==> src/rtl/mips_cpu_bus_master.sv <==
// Load/store bus initiator: turns one CPU load/store request into a single
// word-aligned Avalon-style transfer and returns extended load data.
module mips_cpu_bus_master #(
    parameter int ADDR_W = 32
) (
    input  logic              clk,
    input  logic              reset_n,
    input  logic              cpu_req,
    input  logic [5:0]        cpu_opcode,
    input  logic [ADDR_W-1:0] cpu_addr,
    input  logic [31:0]       cpu_wdata,
    output logic              cpu_busy,
    output logic              cpu_done,
    output logic [31:0]       cpu_rdata,
    output logic              cpu_err,
    output logic [ADDR_W-1:0] address,
    output logic              read,
    output logic              write,
    output logic [3:0]        byteenable,
    output logic [31:0]       writedata,
    input  logic              waitrequest,
    input  logic [31:0]       readdata
);

    localparam logic [5:0] OP_LB  = 6'b100000;
    localparam logic [5:0] OP_LH  = 6'b100001;
    localparam logic [5:0] OP_LW  = 6'b100011;
    localparam logic [5:0] OP_LBU = 6'b100100;
    localparam logic [5:0] OP_LHU = 6'b100101;
    localparam logic [5:0] OP_SB  = 6'b101000;
    localparam logic [5:0] OP_SH  = 6'b101001;
    localparam logic [5:0] OP_SW  = 6'b101011;

    localparam logic [1:0] SZ_BYTE = 2'd0;
    localparam logic [1:0] SZ_HALF = 2'd1;
    localparam logic [1:0] SZ_WORD = 2'd2;

    typedef enum logic [1:0] {IDLE, REQ, RDATA} state_t;

    state_t            state_q, state_d;
    logic [ADDR_W-1:0] address_q, address_d;
    logic              read_q, read_d;
    logic              write_q, write_d;
    logic [3:0]        be_q, be_d;
    logic [31:0]       wdata_q, wdata_d;
    logic [31:0]       rdata_q, rdata_d;
    logic              done_q, done_d;
    logic              err_q, err_d;
    logic [5:0]        op_q, op_d;
    logic [1:0]        lane_q, lane_d;

    logic       supported;
    logic       isStore;
    logic [1:0] opSize;
    logic       misaligned;
    logic       accept;
    logic       reject;
    logic [7:0]  loadByte;
    logic [15:0] loadHalf;
    logic [31:0] loadResult;

    always_comb begin
        supported = 1'b1;
        isStore   = 1'b0;
        opSize    = SZ_BYTE;
        case (cpu_opcode)
            OP_LB, OP_LBU: opSize = SZ_BYTE;
            OP_LH, OP_LHU: opSize = SZ_HALF;
            OP_LW:         opSize = SZ_WORD;
            OP_SB: begin isStore = 1'b1; opSize = SZ_BYTE; end
            OP_SH: begin isStore = 1'b1; opSize = SZ_HALF; end
            OP_SW: begin isStore = 1'b1; opSize = SZ_WORD; end
            default:       supported = 1'b0;
        endcase
    end

    assign misaligned = ((opSize == SZ_HALF) && cpu_addr[0]) ||
                        ((opSize == SZ_WORD) && (cpu_addr[1:0] != 2'b00));
    assign accept     = cpu_req && supported && !misaligned;
    assign reject     = cpu_req && !accept;

    // Lane selection uses the byte offset captured when the request was accepted.
    always_comb begin
        loadByte = readdata[{lane_q, 3'b000} +: 8];
        loadHalf = lane_q[1] ? readdata[31:16] : readdata[15:0];
        case (op_q)
            OP_LB:   loadResult = {{24{loadByte[7]}}, loadByte};
            OP_LBU:  loadResult = {24'h000000, loadByte};
            OP_LH:   loadResult = {{16{loadHalf[15]}}, loadHalf};
            OP_LHU:  loadResult = {16'h0000, loadHalf};
            default: loadResult = readdata;
        endcase
    end

    always_ff @(posedge clk or negedge reset_n) begin
        if (!reset_n) begin
            state_q <= IDLE;
        end else begin
            state_q <= state_d;
        end
    end

    always_comb begin
        state_d = state_q;
        case (state_q)
            IDLE:    if (accept) state_d = REQ;
            REQ:     if (!waitrequest) state_d = write_q ? IDLE : RDATA;
            RDATA:   state_d = IDLE;
            default: state_d = IDLE;
        endcase
    end

    always_comb begin
        address_d = address_q;
        read_d    = read_q;
        write_d   = write_q;
        be_d      = be_q;
        wdata_d   = wdata_q;
        rdata_d   = rdata_q;
        op_d      = op_q;
        lane_d    = lane_q;
        done_d    = 1'b0;
        err_d     = 1'b0;
        case (state_q)
            IDLE: begin
                err_d = reject;
                if (accept) begin
                    address_d = {cpu_addr[ADDR_W-1:2], 2'b00};
                    read_d    = !isStore;
                    write_d   = isStore;
                    op_d      = cpu_opcode;
                    lane_d    = cpu_addr[1:0];
                    case (opSize)
                        SZ_BYTE: begin
                            be_d    = 4'b0001 << cpu_addr[1:0];
                            wdata_d = {4{cpu_wdata[7:0]}};
                        end
                        SZ_HALF: begin
                            be_d    = cpu_addr[1] ? 4'b1100 : 4'b0011;
                            wdata_d = {2{cpu_wdata[15:0]}};
                        end
                        default: begin
                            be_d    = 4'b1111;
                            wdata_d = cpu_wdata;
                        end
                    endcase
                end
            end
            REQ: begin
                if (!waitrequest) begin
                    read_d  = 1'b0;
                    write_d = 1'b0;
                    done_d  = write_q;
                end
            end
            RDATA: begin
                rdata_d = loadResult;
                done_d  = 1'b1;
            end
            default: ;
        endcase
    end

    always_ff @(posedge clk or negedge reset_n) begin
        if (!reset_n) begin
            address_q <= '0;
            read_q    <= 1'b0;
            write_q   <= 1'b0;
            be_q      <= 4'b0000;
            wdata_q   <= 32'h0;
            rdata_q   <= 32'h0;
            done_q    <= 1'b0;
            err_q     <= 1'b0;
            op_q      <= 6'h0;
            lane_q    <= 2'b00;
        end else begin
            address_q <= address_d;
            read_q    <= read_d;
            write_q   <= write_d;
            be_q      <= be_d;
            wdata_q   <= wdata_d;
            rdata_q   <= rdata_d;
            done_q    <= done_d;
            err_q     <= err_d;
            op_q      <= op_d;
            lane_q    <= lane_d;
        end
    end

    assign cpu_busy   = (state_q != IDLE);
    assign cpu_done   = done_q;
    assign cpu_rdata  = rdata_q;
    assign cpu_err    = err_q;
    assign address    = address_q;
    assign read       = read_q;
    assign write      = write_q;
    assign byteenable = be_q;
    assign writedata  = wdata_q;

endmodule
==> config.mk <==
export PLATFORM = sky130hd
export DESIGN_NAME = mips_cpu_bus_master
export DESIGN_NICKNAME = d
export VERILOG_FILES = /design/src/rtl/mips_cpu_bus_master.sv
export SDC_FILE = /design/constraint.sdc
export NUM_CORES = 1
export LEC_CHECK = 0
export CORE_MARGIN = 2
export CORE_UTILIZATION = 47
export CTS_CLUSTER_SIZE = 25
export DETAILED_ROUTE_END_ITERATION = 16
export PLACE_DENSITY = 0.87
export SYNTH_ARGS = -nofsm -noshare
export SYNTH_HDL_FRONTEND = slang
export SYNTH_SLANG_ARGS = --single-unit
export TNS_END_PERCENT = 1
==> constraint.sdc <==
create_clock -name clk -period 3.1 [get_ports clk]
set_clock_uncertainty 0.1 [all_clocks]
set_input_delay 0.465 -clock clk [delete_from_list [all_inputs] [get_ports clk]]
set_output_delay 0.465 -clock clk [all_outputs]
set_load 0.1 [all_outputs]
Word level (Yosys, flattened, before mapping)
Index checks and enable logic that the tools add are counted.
{ "word_totals": {"word_cells": 72, "inputBits": 106, "reg_bits": 112, "out_inout_bits": 105} }
{ "op_classes": {"eq_ne": 18, "shift": 2, "reduce_logical": 21, "muxes": 20} }
{ "op_table": {"columns": ["cell", "n"], "rows": [
  ["one-hot mux 32 bit (4 select lines)", 1],
  ["equality test 6 bit, second input constant", 12],
  ["one-hot mux 32 bit (2 select lines)", 1],
  ["indexed part select 32 x 6 -> 8 bit", 1],
  ["two-way mux 16 bit", 1],
  ["one-hot mux 2 bit (2 select lines)", 2],
  ["one-hot mux 4 bit (2 select lines)", 1],
  ["OR reduction 8 bit", 1],
  ["two-way mux 1 bit", 7],
  ["two-way mux 2 bit", 3],
  ["one-hot mux 1 bit (2 select lines)", 3],
  ["nonzero test 2 bit", 3],
  ["OR reduction 3 bit", 2],
  ["logical AND 1 bit", 5],
  ["equality test 2 x 1 -> 1 bit, second input constant", 2],
  ["equality test 2 bit, second input constant", 2],
  ["zero test 2 bit", 2],
  ["two-way mux 4 bit", 1],
  ["!= test 2 bit, second input constant", 2],
  ["AND reduction 2 bit", 2],
  ["<< shifter 1 x 2 -> 4 bit, first input constant", 1],
  ["zero test 1 bit", 3],
  ["AND reduction 3 bit", 1],
  ["OR reduction 2 bit", 1],
  ["logical OR 1 bit", 1]
]} }

Logic depth before layout (Yosys ltp)
Gate-level depths: netlist of the first run.
{ "logic_depth": {"word_depth": 11, "mapped_depth": 7, "depth_no_buf": 6} }

Worst setup path after synthesis of the first run
Ideal clock, no wire load.
{ "synth_timing": {"path_type": "register to output", "start": "register state_q[0]", "end": "output port cpu_busy", "path_stages_with_launch": 4, "path_slack_ps": 1229, "arrival_time_ps": 1306, "path_cell_list": "dfrtp_1 > inv_1 > ha_1 > inv_1"} }
{ "synth_via": {"elab_chain_cells": 1} }
{ "synth_lines": {"columns": ["item", "line_no", "source"], "rows": [
  ["start: declaration", "40", "state_t state_q, state_d;"],
  ["start signal: assignment", "99", "state_q <= state_d;"],
  ["nonzero test 2 bit", "190", "assign cpu_busy = (state_q != IDLE);"],
  ["end: declaration", "12", "output logic cpu_busy,"]
]} }
Every way passes these cells.

Worst setup path after layout of the first run
{ "layout_timing": {"start": "input port cpu_opcode[0]", "end": "register wdata_q[3] (netlist: writedata[3])"} }
{ "layout_via": {"elab_chain_cells": 9, "word_cells_on_any_way": 22, "cone_classes": "eq/ne: 10; mux: 2; reduce/logical: 10"} }
{ "layout_lines": {"columns": ["item", "line_no", "source"], "rows": [
  ["start: declaration", "9", "input logic [5:0] cpu_opcode,"],
  ["equality test 6 bit", "66", "case (cpu_opcode)"],
  ["OR reduction 3 bit (no source line) or OR reduction 2 bit (tied branches)", null, null],
  ["one-hot mux 2 bit (2 select lines)", "66", null],
  ["equality test 2 x 1 -> 1 bit or equality test 2 bit (tied branches)", "77, 78", null],
  ["logical AND 1 bit (on tied branches)", "77, 78", null],
  ["logical OR 1 bit", "77", "assign misaligned = ((opSize == SZ_HALF) && cpu_addr[0]) ||"],
  ["zero test 1 bit", "79", "assign accept = cpu_req && supported && !misaligned;"],
  ["logical AND 1 bit (*)", "79", null],
  ["AND reduction 2 bit (no source line) (*)", null, null],
  ["end signal: assignment", "181", "wdata_q <= wdata_d;"],
  ["end: declaration", "45", "logic [31:0] wdata_q, wdata_d;"]
]} }
Mark *: on every way between the ends. The rest lies on a longest branch, timed or not.
A chain may end at the register's enable or synchronous reset.

==> flow_summary_export.csv, run 1 <==
group,metric,value,unit
clocking,cts_resized,0,
yosys,synth_area_leaders,"dfrtp_1 (53%), mux2_2 (9.6%), nand2_1 (6.5%)",
sta,setup_viol_count_final,0,
clocking,cts_hold_buffers,0,
die,row_count,38,
routing,drt-vias-per-instance,5.56,
layout,final_cell_mix,"dfrtp_1 (112), buf_4 (112), clkdlybuf4s50_1 (104)",
placement,hpwl,11100,um
worst_setup_path,crit_required,3.27,ns
sta,min_period_over_period,72.0,%
layout,fin_area,7470,um2
layout,finalNetCount,804,
clocking,ctsLongestPathBuffers,2,
placement,io_buffers,208,
die,core_area,10900,um2
yosys,ys_ff_latch,112,
die,die_y,110,um
clocking,clock_sinks,112,
layout,post-route-util,68.6,%
clocking,post_cts_buffers,0,
hold_path,hold_path_class,"input port to asynchronous set/reset pin",
clocking,htreeDepth,3,
grt,grt_pass1_wl,23300,um
outcome,status,"completed",
routing,drt_iter0_drc,303,
yosys,syn_area,5290,um2
yosys,synth_seq_area_share,53.0,%
sta,slew_headroom,45.8,%
clocking,cts_made_buffers,9,
sta,report.final.hold_viol_count,0,
routing,first_pass_iters,5,
sta,setup_tns,0,ns
grt,grt_overflow,0,
job,drv_cap,0,
clocking,cts-root-buf,"clkbuf_8",
sta,rsz0062_at_grt,"false",
grt,grt_max_degree,59,
placement,place.gp.congestion,0.887,
clocking,insertion_delay,0.36,ns
worst_setup_path,ff2ff_setup_slack,0.95,ns
sta,worst_pin_slew,0.813,ns
die,die_w,110,um
clocking,cts_tree,"done",
routing,drc,0,
worst_setup_path,end_kind,"register",
routing,wire_per_inst,17.9,um
grt,antenna_found_initial,0,
placement,place_area,7240,um2
worst_setup_path,startpoint_type,"input port",
worst_setup_path,path_class,"input port to register",
worst_setup_path,cp.arrival,2.41,ns
sta,setup_ws,0.868,ns
sta,drv_slew,0,
worst_setup_path,cp_max_fo,24,
sta,post-route-min-period,2.23,ns
grt,grt_pass1_vias,4670,
yosys,synth_top_area_share,53.0,%
routing,vias,4668,
die,ios,211,
yosys,synth.distinct_cells,49,
yosys,yosys_warnings,0,
die,initial_core_util,48.6,%
sta,fmax,0.448,GHz
grt,grt_usage,24.9,%
routing,drt-total-wl,15000,um
routing,antenna_left,0,
die,dieArea,12100,um2
layout,diodes,0,
yosys,yosys.area.top_type,"dfrtp_1",
placement,pre_cts_ws,0.488,ns
layout,syn2layout_area_growth,41.3,%
layout,drive_above_1_share,26.8,%
yosys,syn_inst,498,
clocking,clkTransAtPathRegs,0.11,ns
yosys,synth.avg_cell_area,10.6,um2
## area by class of cell
class | instances | area, um2
fill | 779 | 3420
sequential | 112 | 2800
multi-input combinational | 347 | 2300
timing repair buffer | 219 | 1940
tap | 140 | 175
clock buffer | 12 | 155
clock inverter | 4 | 73.8
inverter | 5 | 18.8
## synthesized netlist by cell type, drive strengths merged
master and count:
mux2 45, o31a 1, nor3b 6, nor3 1
and3 4, nand2b 4, nor4b 1, nor2 28
o21ai 52, dfrtp 112, a21oi 16, nand2 92
nor2b 6, and2 2, a31oi 9, a221oi 3
o21a 1, inv 5, o21bai 1, mux2i 23
a22oi 2, a2bb2oi 7, clkbuf 10, a32oi 7
ha 4, a311o 2, a211o 1, a21boi 2
a222oi 8, o22ai 4, mux4 1, conb 1
or2 1, o31ai 1, and2b 2, or4b 1
nand3 5, and4b 2, buf 25
## logic make-up after synthesis
family | count (synthesis) | synth area share (%)
and+or+nand+nor | 155 | 13.5
AOI/OAI and AO/OA | 117 | 14.4
DFF | 112 | 53.0
muxes | 69 | 14.4
buffers and inverters | 40 | 3.67
adders and majority gates | 4 | 0.947
other | 1 | 0.0709
## worst max-delay path: stages
cell and delay (ns):
clkdlybuf4s50_1 0.51, nor3b_1 0.18, or2_2 0.34, nand3_4 0.28
buf_4 0.26, mux2_2 0.36
## flip-flops by register name, summed over array words and instances, names as in the netlist
signal and cells:
cpu_done 1, lane_q 2, op_q 6, address 30, writedata 32, cpu_rdata 32, byteenable 4, write 1
state_q 2, read 1, cpu_err 1
## layer usage
layer  global-route usage [%]  up-vias  part of all wire, %  routed length [um]
li1                         -     2144                    -                   -
met1                     32.0     2255                   39                5910
met2                     40.5      235                   49                7330
met3                     5.35       34                  8.8                1330
met4                     11.3        0                  3.0                 452
met5                        0        -                    0                   0
## stage by stage
step	hold WS [ns]	cells
6_report	0.0275	839
5_1_grt	0.0664	839
4_1_cts	0.0488	839
3_5_place_dp	0.377	823
3_3_place_gp	0.364	823
2_1_floorplan	0.0694	499
## path summary, 6_finish.rpt
| path | from | end | cells after the start |
|---|---|---|---|
| setup / recovery | cpu_opcode[0] | writedata[3] | 6 |
| hold / removal | reset_n | address[17] | 1 |
| setup reg to reg | op_q[0] | cpu_rdata[6] | 4 |
| hold reg to reg | writedata[15] | writedata[15] | 2 |
| max in group asynchronous | reset_n | byteenable[3] | 2 |
| min in group clk | writedata[15] | writedata[15] | 2 |
Power of run 1 is left out: the tool's default activity adds up to more than one toggle a clock period on the data nets, which glitch-free logic cannot reach.
==> run 2: changes to the inputs <==
--- a/config.mk
+++ b/config.mk
@@ -6,10 +6,10 @@
 export NUM_CORES = 1
 export LEC_CHECK = 0
 export CORE_MARGIN = 2
-export CORE_UTILIZATION = 47
+export CORE_UTILIZATION = 40
 export CTS_CLUSTER_SIZE = 25
 export DETAILED_ROUTE_END_ITERATION = 16
-export PLACE_DENSITY = 0.87
+export PLACE_DENSITY = 0.79
 export SYNTH_ARGS = -nofsm -noshare
 export SYNTH_HDL_FRONTEND = slang
 export SYNTH_SLANG_ARGS = --single-unit
==> constraint.sdc (replaced) <==
create_clock -name clk -period 1.85 [get_ports clk]
set_clock_uncertainty 0.1 [all_clocks]
set_input_delay 0.2775 -clock clk [delete_from_list [all_inputs] [get_ports clk]]
set_output_delay 0.2775 -clock clk [all_outputs]
set_load 0.1 [all_outputs]
==> flow_summary_export.csv, run 2 (synthesis gave the netlist of run 1 again) <==
group,metric,value,unit
hold_path,hold_path_class,"input port to asynchronous set/reset pin",
placement,hpwl,12900,um
die,ios,211,
routing,m1WireLength,6530,um
layout,drive_above_1_share,32.0,%
clocking,cts-root-buf,"clkbuf_16",
sta,post-route-min-period,1.83,ns
routing,antenna_left,0,
placement,dp.cells,895,
grt,grt_max_degree,48,
sta,setup_viol_count_final,0,
job,drv_cap,0,
outcome,status,"completed",
grt,grt_overflow,0,
grt,grt_pass1_wl,27500,um
layout,seq_area,2800,um2
routing,vias,4909,
routing,highest_layer,"met4",
clocking,clock_sinks,112,
grt,antenna_found_initial,0,
layout,syn2layout_area_growth,75.3,%
layout,diodes,0,
worst_setup_path,startpoint_type,"input port",
clocking,htreeDepth,3,
sta,rsz0062_at_grt,"true",
placement,io_buffers,208,
routing,wl_met3,1860,um
routing,drt-total-wl,16800,um
die,core_area,13100,um2
layout,final_cell_mix,"dfrtp_1 (111), buf_12 (110), clkdlybuf4s50_1 (104)",
worst_setup_path,crit_required,1.98,ns
die,initial_core_util,40.4,%
layout,multi_input_area,2350,um2
die,dieArea,14200,um2
die,die_y,119,um
routing,drt_iter0_drc,511,
sta,drv_slew,0,
layout,fill_cells,875,
die,die_w,119,um
clocking,clkTransAtPathRegs,0.07,ns
clocking,cts_made_buffers,9,
die,row_count,42,
routing,first_pass_iters,5,
layout,finalNetCount,841,
routing,wire_per_inst,18.5,um
layout,final_cells,911,
sta,fmax,0.547,GHz
routing,drt-vias-per-instance,5.39,
worst_setup_path,cp.arrival,1.96,ns
clocking,ctsLongestPathBuffers,2,
sta,min_period_over_period,98.9,%
clocking,post_cts_buffers,0,
worst_setup_path,cp_max_fo,24,
worst_setup_path,path_class,"input port to register",
grt,grt_pass1_vias,5100,
clocking,insertion_delay,0.35,ns
worst_setup_path,end_kind,"register",
grt,grt_usage,24.6,%
sta,report.final.hold_viol_count,0,
placement,place.gp.congestion,0.914,
routing,drc,0,
clocking,cts_tree,"done",
layout,final_common_cell,"dfrtp_1",
routing,wl_met2,8160,um
==> run 2: cell types whose count changed in the layout (fill, tap and decap cells not counted), moves of 9 or more <==
cell       before  now
buf_12          3  110
clkbuf_16       0    9
clkbuf_8       11    2
buf_4         112   39
==> run 2: per-stage QoR <==
step	hold slack [ns]	setup WS [ns]	cell area [um2]	TNS [ns]	util, %
6_report	0.290	0.0202	9270	0	70.8
4_1_cts	0.290	0.00340	9240	0	70.6
3_3_place_gp	0.116	-0.323	8910	-19.61	68.1
5_1_grt	0.310	-0.0601	9270	-0.462	70.8
2_1_floorplan	-0.118	0.0127	5300	0	-
3_5_place_dp	0.115	-0.481	8910	-24.42	68.1
==> run 2: final cells by class <==
cell class / count / area share (%)
Timing Repair Buffer: 256 / 38.5
Sequential cell: 112 / 30.3
Multi-Input combinational cell: 347 / 25.3
Clock buffer: 11 / 2.73
Tap cell: 176 / 2.38
Clock inverter: 4 / 0.580
Inverter: 5 / 0.243
==> run 2: critical path, cell delays in order <==
cell             delay, ns
clkdlybuf4s50_1       0.45
nor3b_1               0.17
or2_2                 0.34
nand3_4               0.16
buf_12                0.19
mux2_2                0.35
==> run 2: per-layer routing <==
layer / up-vias / track usage (%)
met5: - / 0
met3: 19 / 8.05
li1: 2227 / -
met4: 0 / 8.48
met2: 260 / 41.1
met1: 2403 / 30.1
==> run 2: worst paths after layout <==
path / from / depth (start not counted) / to / slack, ns
worst min-delay path: reset_n / 2 / cpu_rdata[9] / 0.29
worst max register to register: op_q[1] / 4 / cpu_rdata[10] / 0.05
max in group asynchronous: reset_n / 3 / state_q[0] / 0.74
min in group clk: op_q[5] / 1 / op_q[5] / 0.40
worst min register to register: op_q[5] / 1 / op_q[5] / 0.40
worst max-delay path: cpu_opcode[0] / 6 / address[3] / 0.02
==> run 2: what timing repair did <==
action | CTS | global route
resized for setup | 5 | 14
pin swaps | 0 | 0
setup endpoints to repair | 2 | 87
hold buffers | 1 | 0
hold endpoints to repair | 22 | 0
Power of run 2 is left out for the same reason.
